[src/rtl/obc_dft_bit_sequencer.sv]
`default_nettype none
// ============================================================================
//  obc_dft_bit_sequencer
//  Bit-serial LSB-first slice sequencer and accumulator control for the OBC
//  16-point DFT. Optional frame counter: define OBC_SEQ_FRAME_CNT_EN.
//  Revision: 1.0
// ============================================================================
module obc_dft_bit_sequencer #(
    parameter int DATA_W = 12
) (
    input  logic                 clk,
    input  logic                 rst_n,
    input  logic                 in_valid,
    output logic                 in_ready,
    input  logic [16*DATA_W-1:0] in_data,
    output logic [15:0]          bit_slice,
    output logic                 acc_clr,
    output logic                 acc_en,
    output logic                 acc_last,
    output logic                 out_valid,
    input  logic                 out_ready,
    output logic                 busy
`ifdef OBC_SEQ_FRAME_CNT_EN
    ,
    output logic [15:0]          frame_cnt
`endif
);

    localparam int CNT_W = (DATA_W > 1) ? $clog2(DATA_W) : 1;
    localparam logic [CNT_W-1:0] LAST_K = CNT_W'(DATA_W - 1);

    typedef enum logic [1:0] {
        S_IDLE = 2'd0,
        S_RUN  = 2'd1,
        S_HOLD = 2'd2
    } state_e;

    state_e             state_q, state_d;
    logic [CNT_W-1:0]   bit_cnt_q, bit_cnt_d;
    logic [CNT_W-1:0]   bit_cnt_inc;
    logic [DATA_W-1:0]  sr_q [16];
    logic [DATA_W-1:0]  sr_d [16];
    logic [15:0]        bit_slice_q, bit_slice_d;
    logic               acc_clr_q, acc_clr_d;
    logic               acc_en_q, acc_en_d;
    logic               acc_last_q, acc_last_d;
    logic               out_valid_q, out_valid_d;
    logic               busy_q, busy_d;
    logic               in_ready_q, in_ready_d;

    assign bit_cnt_inc = bit_cnt_q + CNT_W'(1);

    always_comb begin
        state_d     = state_q;
        bit_cnt_d   = bit_cnt_q;
        sr_d        = sr_q;
        bit_slice_d = '0;
        acc_clr_d   = 1'b0;
        acc_en_d    = 1'b0;
        acc_last_d  = 1'b0;
        out_valid_d = 1'b0;
        busy_d      = 1'b0;
        in_ready_d  = 1'b0;
        case (state_q)
            S_IDLE: begin
                if (in_valid && in_ready_q) begin
                    // Slice 0 is presented straight from in_data so it appears
                    // the cycle after capture; the regs keep the remaining bits.
                    state_d   = S_RUN;
                    bit_cnt_d = '0;
                    for (int n = 0; n < 16; n++) begin
                        bit_slice_d[n] = in_data[n*DATA_W];
                        sr_d[n]        = in_data[n*DATA_W +: DATA_W] >> 1;
                    end
                    acc_clr_d = 1'b1;
                    acc_en_d  = 1'b1;
                    busy_d    = 1'b1;
                end else begin
                    in_ready_d = 1'b1;
                end
            end
            S_RUN: begin
                busy_d = 1'b1;
                if (bit_cnt_q == LAST_K) begin
                    state_d     = S_HOLD;
                    bit_cnt_d   = '0;
                    out_valid_d = 1'b1;
                end else begin
                    bit_cnt_d = bit_cnt_inc;
                    for (int n = 0; n < 16; n++) begin
                        bit_slice_d[n] = sr_q[n][0];
                        sr_d[n]        = sr_q[n] >> 1;
                    end
                    acc_en_d   = 1'b1;
                    acc_last_d = (bit_cnt_inc == LAST_K);
                end
            end
            S_HOLD: begin
                if (out_ready) begin
                    state_d    = S_IDLE;
                    in_ready_d = 1'b1;
                end else begin
                    out_valid_d = 1'b1;
                    busy_d      = 1'b1;
                end
            end
            default: begin
                state_d    = S_IDLE;
                in_ready_d = 1'b1;
            end
        endcase
    end

    always_ff @(posedge clk or negedge rst_n) begin
        if (!rst_n) begin
            state_q     <= S_IDLE;
            bit_cnt_q   <= '0;
            for (int n = 0; n < 16; n++) begin
                sr_q[n] <= '0;
            end
            bit_slice_q <= '0;
            acc_clr_q   <= 1'b0;
            acc_en_q    <= 1'b0;
            acc_last_q  <= 1'b0;
            out_valid_q <= 1'b0;
            busy_q      <= 1'b0;
            in_ready_q  <= 1'b1;
        end else begin
            state_q     <= state_d;
            bit_cnt_q   <= bit_cnt_d;
            sr_q        <= sr_d;
            bit_slice_q <= bit_slice_d;
            acc_clr_q   <= acc_clr_d;
            acc_en_q    <= acc_en_d;
            acc_last_q  <= acc_last_d;
            out_valid_q <= out_valid_d;
            busy_q      <= busy_d;
            in_ready_q  <= in_ready_d;
        end
    end

    assign in_ready  = in_ready_q;
    assign bit_slice = bit_slice_q;
    assign acc_clr   = acc_clr_q;
    assign acc_en    = acc_en_q;
    assign acc_last  = acc_last_q;
    assign out_valid = out_valid_q;
    assign busy      = busy_q;

`ifdef OBC_SEQ_FRAME_CNT_EN
    logic [15:0] frame_cnt_q;

    always_ff @(posedge clk or negedge rst_n) begin
        if (!rst_n) begin
            frame_cnt_q <= '0;
        end else if (out_valid_q && out_ready) begin
            frame_cnt_q <= frame_cnt_q + 16'd1;
        end
    end

    assign frame_cnt = frame_cnt_q;
`endif

endmodule
`default_nettype wire
[config.mk]
export PLATFORM = sky130hd
export DESIGN_NAME = obc_dft_bit_sequencer
export DESIGN_NICKNAME = d
export VERILOG_FILES = /design/src/rtl/obc_dft_bit_sequencer.sv
export SDC_FILE = /design/constraint.sdc
export NUM_CORES = 1
export LEC_CHECK = 0
export CAP_MARGIN = 20
export CELL_PAD_IN_SITES_DETAIL_PLACEMENT = 1
export CELL_PAD_IN_SITES_GLOBAL_PLACEMENT = 2
export CORE_MARGIN = 2
export CORE_UTILIZATION = 32
export CTS_CLUSTER_SIZE = 40
export DETAILED_ROUTE_END_ITERATION = 10
export PLACE_DENSITY = 0.7
export SLEW_MARGIN = 20
export SYNTH_ARGS = -nofsm -noshare
export SYNTH_HDL_FRONTEND = slang
export SYNTH_SLANG_ARGS = --single-unit
[constraint.sdc]
create_clock -name clk -period 5.04 [get_ports clk]
set_input_delay 1.26 -clock clk [delete_from_list [all_inputs] [get_ports clk]]
set_output_delay 1.26 -clock clk [all_outputs]
set_load 0.02 [all_outputs]
==> impl_metrics.ini <==
[synthesis]
syn_area_per_cell_um2 = 15.4
synth_enable_flop_cells = 0
synth_top_area_share_pct = 50.8
synthTopCellsByArea = dfrtp_1, mux2_2, mux2_4
synth_seq_area_share_pct = 51.0
yosys_most_used_dff = dfrtp_1
synthArstFlopShare_pct = 100
synth_commonest_cells = mux2_2, dfrtp_1, mux2_4
ys_ff_latch = 204
ys_types = 37
yosys_warnings = 0
syn-num-nets = 853
netlist_area_mm2 = 0.0100
yosys.area.top_type = dfrtp_1
yosysMostFrequentCell = mux2_2
synthCells = 651

[critical_path]
path_cells = clkdlybuf4s50_1
reg2regPathDepth = 6
crit_cells = 1
critPathKind = reg -> out
r2r_setup_slack_ns = 2.17
worstPathRequired_ns = 3.78
cp-start-kind = flop
r2r_end = sr_q[18]$_DFFE_PN0P_
crit_end = in_ready
rr_startpoint = state_q[1]$_DFFE_PN0P_
crit_buf_inv = 1
slowest_delay_ns = 0.65
cp_max_fo = 3
critPathTopFamily = buffers and inverters
cp-startpoint = in_ready$_DFF_PN1_
critPathSlowestCell = clkdlybuf4s50_1
worstPathArrival_ns = 1.70
cp-end-kind = output pin

[final_layout]
fin_nets = 1062
layout.cells.non_filler = 1274
n_fill_cell = 3063
drive_gt1_share_pct = 43.0
area_growth_syn_to_layout_pct = 33.6

[power]
ir_drop_v = 0.000242
leakage_nw = 5.67
pwr_density_cell_mw_per_mm2 = 648

[place]
place_congestion = 0.742
dp_hpwl_um = 17400
place_inst = 1228
port_buffers = 217

[clock_tree]
numClockSinks = 204
cts_buffers = 26
clk_latency_ns = 0.52
cts_setup_buffers = 0
holdBufCountCts = 0
cts_resized = 0
path_clk_slew_ns = 0.06
cts_root_buf = clkbuf_16
cts_buffer_depth = 3
cts_htree_levels = 1
cts_tree = done

[routing]
ant_nets = 0
wirelength_um = 25500
drtIter0Drc = 183
avgRoutedWirePerCell_um = 20.0
via_per_inst = 4.76
dr.pass1.iters = 4
drc_errors = 0
dr_total_vias = 6060

[sta]
setup_viol = 0
maxSlewHeadroom_pct = 35.9
drv_slew = 0
final_hold_viol_count = 0
max_freq_ghz = 0.338
finalCritPeriodShare_pct = 58.7
whs_ns = 0.497
fin_skew_ns = 0.0113
rsz0062_at_grt = false
finalSetupTns_ns = 0
fin_crit_ns = 2.96
worst_pin_slew_ns = 0.961

[floorplanning]
rows = 64
die_height_um = 181
io_pins = 218
die-width_um = 181
start_util_pct = 32.6
core_mm2 = 0.0307
fp.dieArea_mm2 = 0.0327

[global_routing]
grt_pass1_wl_um = 40900
antenna_found_initial = 2
grt_pass1_vias = 6922
grt_max_degree = 112
grt_usage_pct = 15.6
grt_overflow = 0

[min_path]
hp-class = reg -> reg

[job]
max_cap_viol_count = 0

[status]
status = complete, no violations
worst min-delay path by stage:
stage,cells after the start,startpoint,endpoint,slack [ns]
after floorplan,1,sr_q[180]$_DFFE_PN0P_,bit_slice[0]$_DFF_PN0_,0.46
after global placement,1,sr_q[96]$_DFFE_PN0P_,bit_slice[7]$_DFF_PN0_,0.48
after detailed placement,1,sr_q[111]$_DFFE_PN0P_,sr_q[111]$_DFFE_PN0P_,0.49
after CTS,1,sr_q[180]$_DFFE_PN0P_,bit_slice[0]$_DFF_PN0_,0.50
after global routing,1,sr_q[180]$_DFFE_PN0P_,bit_slice[0]$_DFF_PN0_,0.52
final,1,sr_q[180]$_DFFE_PN0P_,bit_slice[0]$_DFF_PN0_,0.50
power breakdown:
part	switching [mW]	internal, mW
registers	0.457	2.48
clock network	0.709	1.07
logic	1.48	2.46
total	2.65	6.01
layer usage:
metal	part of all wire [%]	track usage (%)
met5	0	0
met4	2.3	4.06
met3	4.7	3.23
met2	51	27.4
met1	42	19.5
area by class of cell:
type	count	area, um2	area share [%]
Sequential cell	204	5110	38.2
Clock inverter	5	28.8	0.215
Tap cell	396	495	3.71
Inverter	3	11.3	0.0842
Multi-Input combinational cell	398	4630	34.6
Clock buffer	39	791	5.91
Antenna cell	2	5.00	0.0374
Timing Repair Buffer	227	2300	17.2
through the flow:
step | worst slack, ns | util (%) | cell area, um2 | power [mW]
3_5_place_dp | 1.63 | 40.9 | 12500 | 6.96
6_report | 2.08 | 43.6 | 13400 | 8.66
4_1_cts | 2.05 | 43.6 | 13400 | 8.81
3_3_place_gp | 1.67 | 40.9 | 12500 | 6.76
2_1_floorplan | 2.52 | - | 10000 | 6.01
5_1_grt | 1.97 | 43.6 | 13400 | 9.23
logic make-up after synthesis:
| kind of cell | after synthesis | share of synthesized area, % |
|---|---|---|
| muxes | 321 | 39.9 |
| DFF | 204 | 51.0 |
| buffers and inverters | 49 | 2.98 |
| AOI/OAI and AO/OA | 47 | 3.94 |
| and+or+nand+nor | 24 | 1.43 |
| adders and majority gates | 6 | 0.750 |
placed cells by master, fill, tap and decap left out, drive strengths merged, types with 2 or more instances in the layout:
cell type	Yosys	layout
o21ai	2	2
clkdlybuf4s50	0	216
a211oi	2	2
clkinv	0	4
a21boi	2	2
nand3b	2	2
nand2b	2	2
dfrtp	203	203
clkbuf	19	40
nor2	4	4
diode	0	2
a22o	33	33
inv	3	4
buf	27	10
mux2	321	321
o2bb2ai	2	2
ha	6	6
nand2	2	2
nor2b	3	3
and2	3	3
state kept, by name, summed over array words and instances (netlist names):
name / flops
out_valid: 1
acc_clr: 1
bit_slice: 16
state_q: 2
bit_cnt_q: 4
sr_q: 176
acc_last: 1
acc_en: 1
in_ready: 1
busy: 1
Power figures use the tool's default switching activity.
